### src/rtl/svc_rv_bench_mon.sv
// Benchmark monitor for a RISC-V core: measurement-window FSM, saturating cycle/instret/event
// counters and a watchdog that forces DONE when the program never halts.
module svc_rv_bench_mon #(
    parameter int NUM_EVENTS      = 4,
    parameter int CNT_WIDTH       = 64,
    parameter int WATCHDOG_CYCLES = 500_000_000,
    parameter int WATCHDOG_WIDTH  = 32,
    parameter int WD_MODE         = 0
) (
    input  logic                             clk_i,
    input  logic                             rst_i,
    input  logic                             clr_i,
    input  logic                             start_i,
    input  logic                             stop_i,
    input  logic                             retire_i,
    input  logic                             halt_i,
    input  logic [NUM_EVENTS-1:0]            event_in_i,
    output logic [CNT_WIDTH-1:0]             cycle_cnt_o,
    output logic [CNT_WIDTH-1:0]             instret_cnt_o,
    output logic [NUM_EVENTS*CNT_WIDTH-1:0]  event_cnt_o,
    output logic [1:0]                       state_o,
    output logic                             done_o,
    output logic                             timeout_o
);

    localparam logic [1:0] S_IDLE  = 2'd0;
    localparam logic [1:0] S_RUN   = 2'd1;
    localparam logic [1:0] S_PAUSE = 2'd2;
    localparam logic [1:0] S_DONE  = 2'd3;

    localparam bit WD_EN = (WATCHDOG_CYCLES != 0);
    localparam logic [WATCHDOG_WIDTH-1:0] WD_LAST = WATCHDOG_WIDTH'(WATCHDOG_CYCLES - 1);

    generate
        if (NUM_EVENTS < 1 || NUM_EVENTS > 16) begin : g_bad_num_events
            $fatal(1, "svc_rv_bench_mon: NUM_EVENTS must be 1..16");
        end
        if (WATCHDOG_CYCLES < 0 || (64'(WATCHDOG_CYCLES) >> WATCHDOG_WIDTH) != 64'd0) begin : g_bad_wd
            $fatal(1, "svc_rv_bench_mon: WATCHDOG_CYCLES does not fit WATCHDOG_WIDTH");
        end
    endgenerate

    function automatic logic [CNT_WIDTH-1:0] sat_inc(input logic [CNT_WIDTH-1:0] v, input logic inc);
        return (inc && v != '1) ? v + CNT_WIDTH'(1) : v;
    endfunction

    logic [1:0]                state_q, state_d;
    logic                      done_q, done_d;
    logic                      timeout_q, timeout_d;
    logic [WATCHDOG_WIDTH-1:0] wd_q, wd_d;
    logic [CNT_WIDTH-1:0]      cyc_q, cyc_d;
    logic [CNT_WIDTH-1:0]      ins_q, ins_d;
    logic [CNT_WIDTH-1:0]      ev_q [NUM_EVENTS];

    logic run, live, go, wd_reload, expire;

    always_comb begin
        run       = (state_q == S_RUN);
        live      = (state_q != S_DONE);
        go        = start_i && !stop_i;
        wd_reload = (WD_MODE == 1) && retire_i;
        expire    = WD_EN && live && !wd_reload && (wd_q == WD_LAST);

        state_d = state_q;
        case (state_q)
            S_IDLE:  if (halt_i) state_d = S_DONE; else if (go) state_d = S_RUN;
            S_RUN:   if (halt_i) state_d = S_DONE; else if (stop_i) state_d = S_PAUSE;
            S_PAUSE: if (halt_i) state_d = S_DONE; else if (go) state_d = S_RUN;
            default: state_d = S_DONE;
        endcase
        // halt takes priority, so a coincident expiry never marks a timeout
        if (expire) state_d = S_DONE;
        timeout_d = timeout_q | (expire && !halt_i);
        done_d    = live && (state_d == S_DONE);

        if (!WD_EN)         wd_d = '0;
        else if (!live)     wd_d = wd_q;
        else if (wd_reload) wd_d = '0;
        else                wd_d = wd_q + WATCHDOG_WIDTH'(1);

        cyc_d = sat_inc(cyc_q, run);
        ins_d = sat_inc(ins_q, run && retire_i);

        if (clr_i) begin
            state_d   = S_IDLE;
            timeout_d = 1'b0;
            done_d    = 1'b0;
            wd_d      = '0;
            cyc_d     = '0;
            ins_d     = '0;
        end
    end

    always_ff @(posedge clk_i) begin
        if (rst_i) begin
            state_q   <= S_IDLE;
            done_q    <= 1'b0;
            timeout_q <= 1'b0;
            wd_q      <= '0;
            cyc_q     <= '0;
            ins_q     <= '0;
        end else begin
            state_q   <= state_d;
            done_q    <= done_d;
            timeout_q <= timeout_d;
            wd_q      <= wd_d;
            cyc_q     <= cyc_d;
            ins_q     <= ins_d;
        end
    end

    for (genvar g = 0; g < NUM_EVENTS; g++) begin : g_ev
        logic [CNT_WIDTH-1:0] ev_d;
        assign ev_d = clr_i ? '0 : sat_inc(ev_q[g], run && event_in_i[g]);
        always_ff @(posedge clk_i) begin
            if (rst_i) ev_q[g] <= '0;
            else       ev_q[g] <= ev_d;
        end
        assign event_cnt_o[g*CNT_WIDTH +: CNT_WIDTH] = ev_q[g];
    end

    assign cycle_cnt_o   = cyc_q;
    assign instret_cnt_o = ins_q;
    assign state_o       = state_q;
    assign done_o        = done_q;
    assign timeout_o     = timeout_q;

endmodule
### config.mk
export PLATFORM = sky130hd
export DESIGN_NAME = svc_rv_bench_mon
export DESIGN_NICKNAME = d
export VERILOG_FILES = /design/src/rtl/svc_rv_bench_mon.sv
export SDC_FILE = /design/constraint.sdc
export NUM_CORES = 1
export LEC_CHECK = 0
export CAP_MARGIN = 20
export CORE_ASPECT_RATIO = 1.1
export CORE_MARGIN = 1.5
export CORE_UTILIZATION = 50
export CTS_CLUSTER_SIZE = 16
export DETAILED_ROUTE_END_ITERATION = 10
export GPL_ROUTABILITY_DRIVEN = 0
export PLACE_DENSITY_LB_ADDON = 0.15
export SYNTH_ARGS = -nofsm -noshare
export SYNTH_HDL_FRONTEND = slang
export SYNTH_SLANG_ARGS = --single-unit
### constraint.sdc
create_clock -name clk_i -period 5.9 [get_ports clk_i]
set_input_delay 0.885 -clock clk_i [delete_from_list [all_inputs] [get_ports clk_i]]
set_output_delay 0.885 -clock clk_i [all_outputs]
set_load 0.1 [all_outputs]
==> flow_summary.toml <==
[floorplanning]
core.rowCount = 79
ios = 399
coreArea_um2 = 42200
die-height_um = 220
floorplan.die.width_um = 200
floorplan.initialDensity = 0.506
die-area_um2 = 43900

[timing]
worst_slew_margin = 0.235
period_share = 0.589
setup_violations = 0
hold_ws_ps = 480
unrepaired_setup_endpoints_after_global_routing = "no"
clock-skew-final_ps = 12.1
tightestPinTransition_ps = 1140
finalSetupTns_ps = 0
max_frequency_mhz = 288
post-route-min-period_ps = 3480
timing.final.max_slew_violations = 0
timing.final.hold_violations = 0

[setup_path]
worst_setup_path_start_kind = "flop"
reg2reg_slack_ps = 2420
worst_reg2reg_path_endpoint = "instret_cnt_o[62]"
path_max_fanout = 14
worst_setup_path_end_kind = "flop"
criticalPathCategory = "flop to flop"
required_time_worst_endpoint_ps = 6410
worstRegToRegCells = 7
worstReg2RegStart = "state_o[0]"
arrival_ps = 3990

[route]
wirelength_mm = 68.7
vias = 22600
mean_number_of_vias_per_cell = 6.31
drtPass1Iterations = 5
wire_length_per_cell_after_detailed_routing_um = 19.2
drtIter0Drc = 1687
drt.antenna.violating_nets = 0
route.detailed.drc = 0

[logic_synthesis]
ys_seq_elements = 420
synthCells = 2648
library_cell_with_the_largest_summed_area_after_synthesis = "sky130_fd_sc_hd__dfxtp_1"
yosysTopAreaCellShare = 0.394
syn-cell-area_um2 = 21300
syn_nets = 2666
synth_top_flop_cell = "sky130_fd_sc_hd__dfxtp_1"
count_of_synthesis_stage_warnings_from_yosys = 0
synth.top_cells.by_area = "sky130_fd_sc_hd__dfxtp_1 39%, sky130_fd_sc_hd__a21oi_1 5.5%, sky130_fd_sc_hd__or3_1 5.3%"
synth_seq_area_share = 0.394
synth_enable_flop_cells = 0
synth.lib_cells_used.distinct = 66
syn_avg_cell_area_um2 = 8.06
synth-async-reset-ratio = 0

[clock_tree]
cts_sinks = 420
numCtsBuffers = 46
cts_tree = "built"
ctsHoldBuffers = 0
cts_root_buffer = "sky130_fd_sc_hd__clkbuf_16"
htree_levels = 2
post_cts_resized = 0
cts-root-to-sink-buffers = 3
insertion_delay_ps = 580
clkSlewWorstSetupHoldPaths_ps = 60
cts_setup_buffers = 0

[grt]
maximum_number_of_pins_on_one_net_before_global_route_repair = 113
grt-ovfl-total = 0
grt_pass1_wl_mm = 109
vias_in_the_first_global_route = 20900
track_usage = 0.302
number_of_antenna_violations_at_the_first_check_in_global_routing = 1

[status]
status = "finished, final reports clean"

[min_path]
hold_path_end = "ev_q[1][31]"
startpoint_of_the_lowest_slack_hold_path = "ev_q[1][31]"
hold_path_class = "flop to flop"
holdPathStages = 2

[layout]
register_area_um2 = 8410
multi_input_combinational_cell_area_um2 = 12200
design.final.nets = 2998
final_cell_area_um2 = 27400
layout_common_cells = "420 x sky130_fd_sc_hd__dfxtp_1, 398 x sky130_fd_sc_hd__clkdlybuf4s50_1, 233 x sky130_fd_sc_hd__a21oi_1, 225 x sky130_fd_sc_hd__nand2_1, 192 x sky130_fd_sc_hd__nor2_1"
synthToLayoutAreaGrowth_pct = 28.3
mostFrequentLayoutCell = "sky130_fd_sc_hd__dfxtp_1"
n_fill_cell = 3663
post_route_cells_drive_above_1_share = 0.0444
utilization = 0.649

[placement]
post_dp_cell_area_um2 = 25600
place.detailed.hpwl_mm = 48.7
io_buffers = 398

[power_and_ir_drop]
power.share.sequential = 0.460
power_report.internal_total_w = 0.00486
switching_power_w = 0.00132
max-vdd-ir-drop_uv = 248
pwr-share-clk = 0.520
combPwrFrac = 0.020
power_leakage_nw = 7.75
switching_share = 0.214
power.total_w = 0.00618
power_density_nw_per_um2 = 226

[job]
cap_viol_max_count = 0
[kinds of logic after synthesis]
| kind of cell | after synthesis | synth area share |
|---|---|---|
| AOI/OAI and AO/OA | 601 | 0.173 |
| xor gates and xnor gates | 115 | 0.0472 |
| adders and majority gates | 7 | 0.00410 |
| buffers and inverters | 180 | 0.0342 |
| DFF | 420 | 0.394 |
| muxes | 24 | 0.0113 |
| and+or+nand+nor | 1301 | 0.336 |
[sequential cells by signal, indices dropped and copies added, names as in the netlist]
name / cells
timeout_o: 1
cycle_cnt_o: 64
state_o: 2
ev_q: 256
done_o: 1
wd_q: 32
instret_cnt_o: 64
[synthesized netlist by cell type (all sizes together), types with 11 or more instances]
library cell / n
dfxtp: 420
a21oi: 233
nand2: 225
nor2: 193
or3: 182
nand3: 170
o21ai: 146
nand4: 145
or4: 121
clkbuf: 107
o31ai: 98
xor2: 75
nor4: 59
nor3: 54
and3: 49
inv: 44
o211ai: 43
and4: 42
xnor2: 40
buf: 29
mux2i: 24
and2: 20
o21a: 17
o2111ai: 12
or2: 12
a211oi: 11
[critical path: stages (launching register included)]
cell                       delay, ps
sky130_fd_sc_hd__dfxtp_1         580
sky130_fd_sc_hd__nor2b_1         390
sky130_fd_sc_hd__buf_4           290
sky130_fd_sc_hd__nand2_1         340
sky130_fd_sc_hd__nor4_1          680
sky130_fd_sc_hd__o211ai_1        430
sky130_fd_sc_hd__or4_1           560
sky130_fd_sc_hd__a21oi_1         140
[power groups by stage]
stage | clock, W | sequential (W) | combinational (W)
after floorplan | 0 | 0.00292 | 0.0000723
after global placement | 0 | 0.00291 | 0.000121
after detailed placement | 0 | 0.00291 | 0.000123
after CTS | 0.00326 | 0.00284 | 0.000123
after global routing | 0.00337 | 0.00284 | 0.000133
final | 0.00321 | 0.00284 | 0.000125
[worst max-delay path by stage]
| stage | cells past startpoint | endpoint | start | slack [ps] |
|---|---|---|---|---|
| after floorplan | 9 | ev_q[1][65] | ev_q[1][84] | 2570 |
| after global placement | 6 | instret_cnt_o[62] | state_o[0] | 1820 |
| after detailed placement | 5 | ev_q[0][2] | rst_i | 2030 |
| after CTS | 6 | ev_q[0][72] | ev_q[0][100] | 2440 |
| after global routing | 6 | ev_q[1][127] | ev_q[1][113] | 2240 |
| final | 7 | instret_cnt_o[62] | state_o[0] | 2420 |
[routing by layer]
metal  up-vias  track usage  share of wire
met4         0        0.121          0.037
met2       899        0.492           0.47
met3       150       0.0828          0.097
met5         -            0              0
met1     10800        0.376           0.40
li1      10700            -              -
[cell type report]
type | count | share of cell area
Sequential cell | 420 | 0.307
Antenna cell | 1 | 0.0000914
Multi-Input combinational cell | 2048 | 0.447
Tap cell | 567 | 0.0259
Clock inverter | 22 | 0.0127
Timing Repair Buffer | 420 | 0.152
Clock buffer | 62 | 0.0491
Inverter | 44 | 0.00603
[per-stage QoR]
step / worst slack, ps / cells
floorplan: 2570 / 2648
global placement: 1820 / 3494
CTS: 2440 / 3579
global route: 2240 / 3584
finish: 2420 / 3584
detailed placement: 2030 / 3495
No activity file was read; power rests on OpenSTA's default activity.
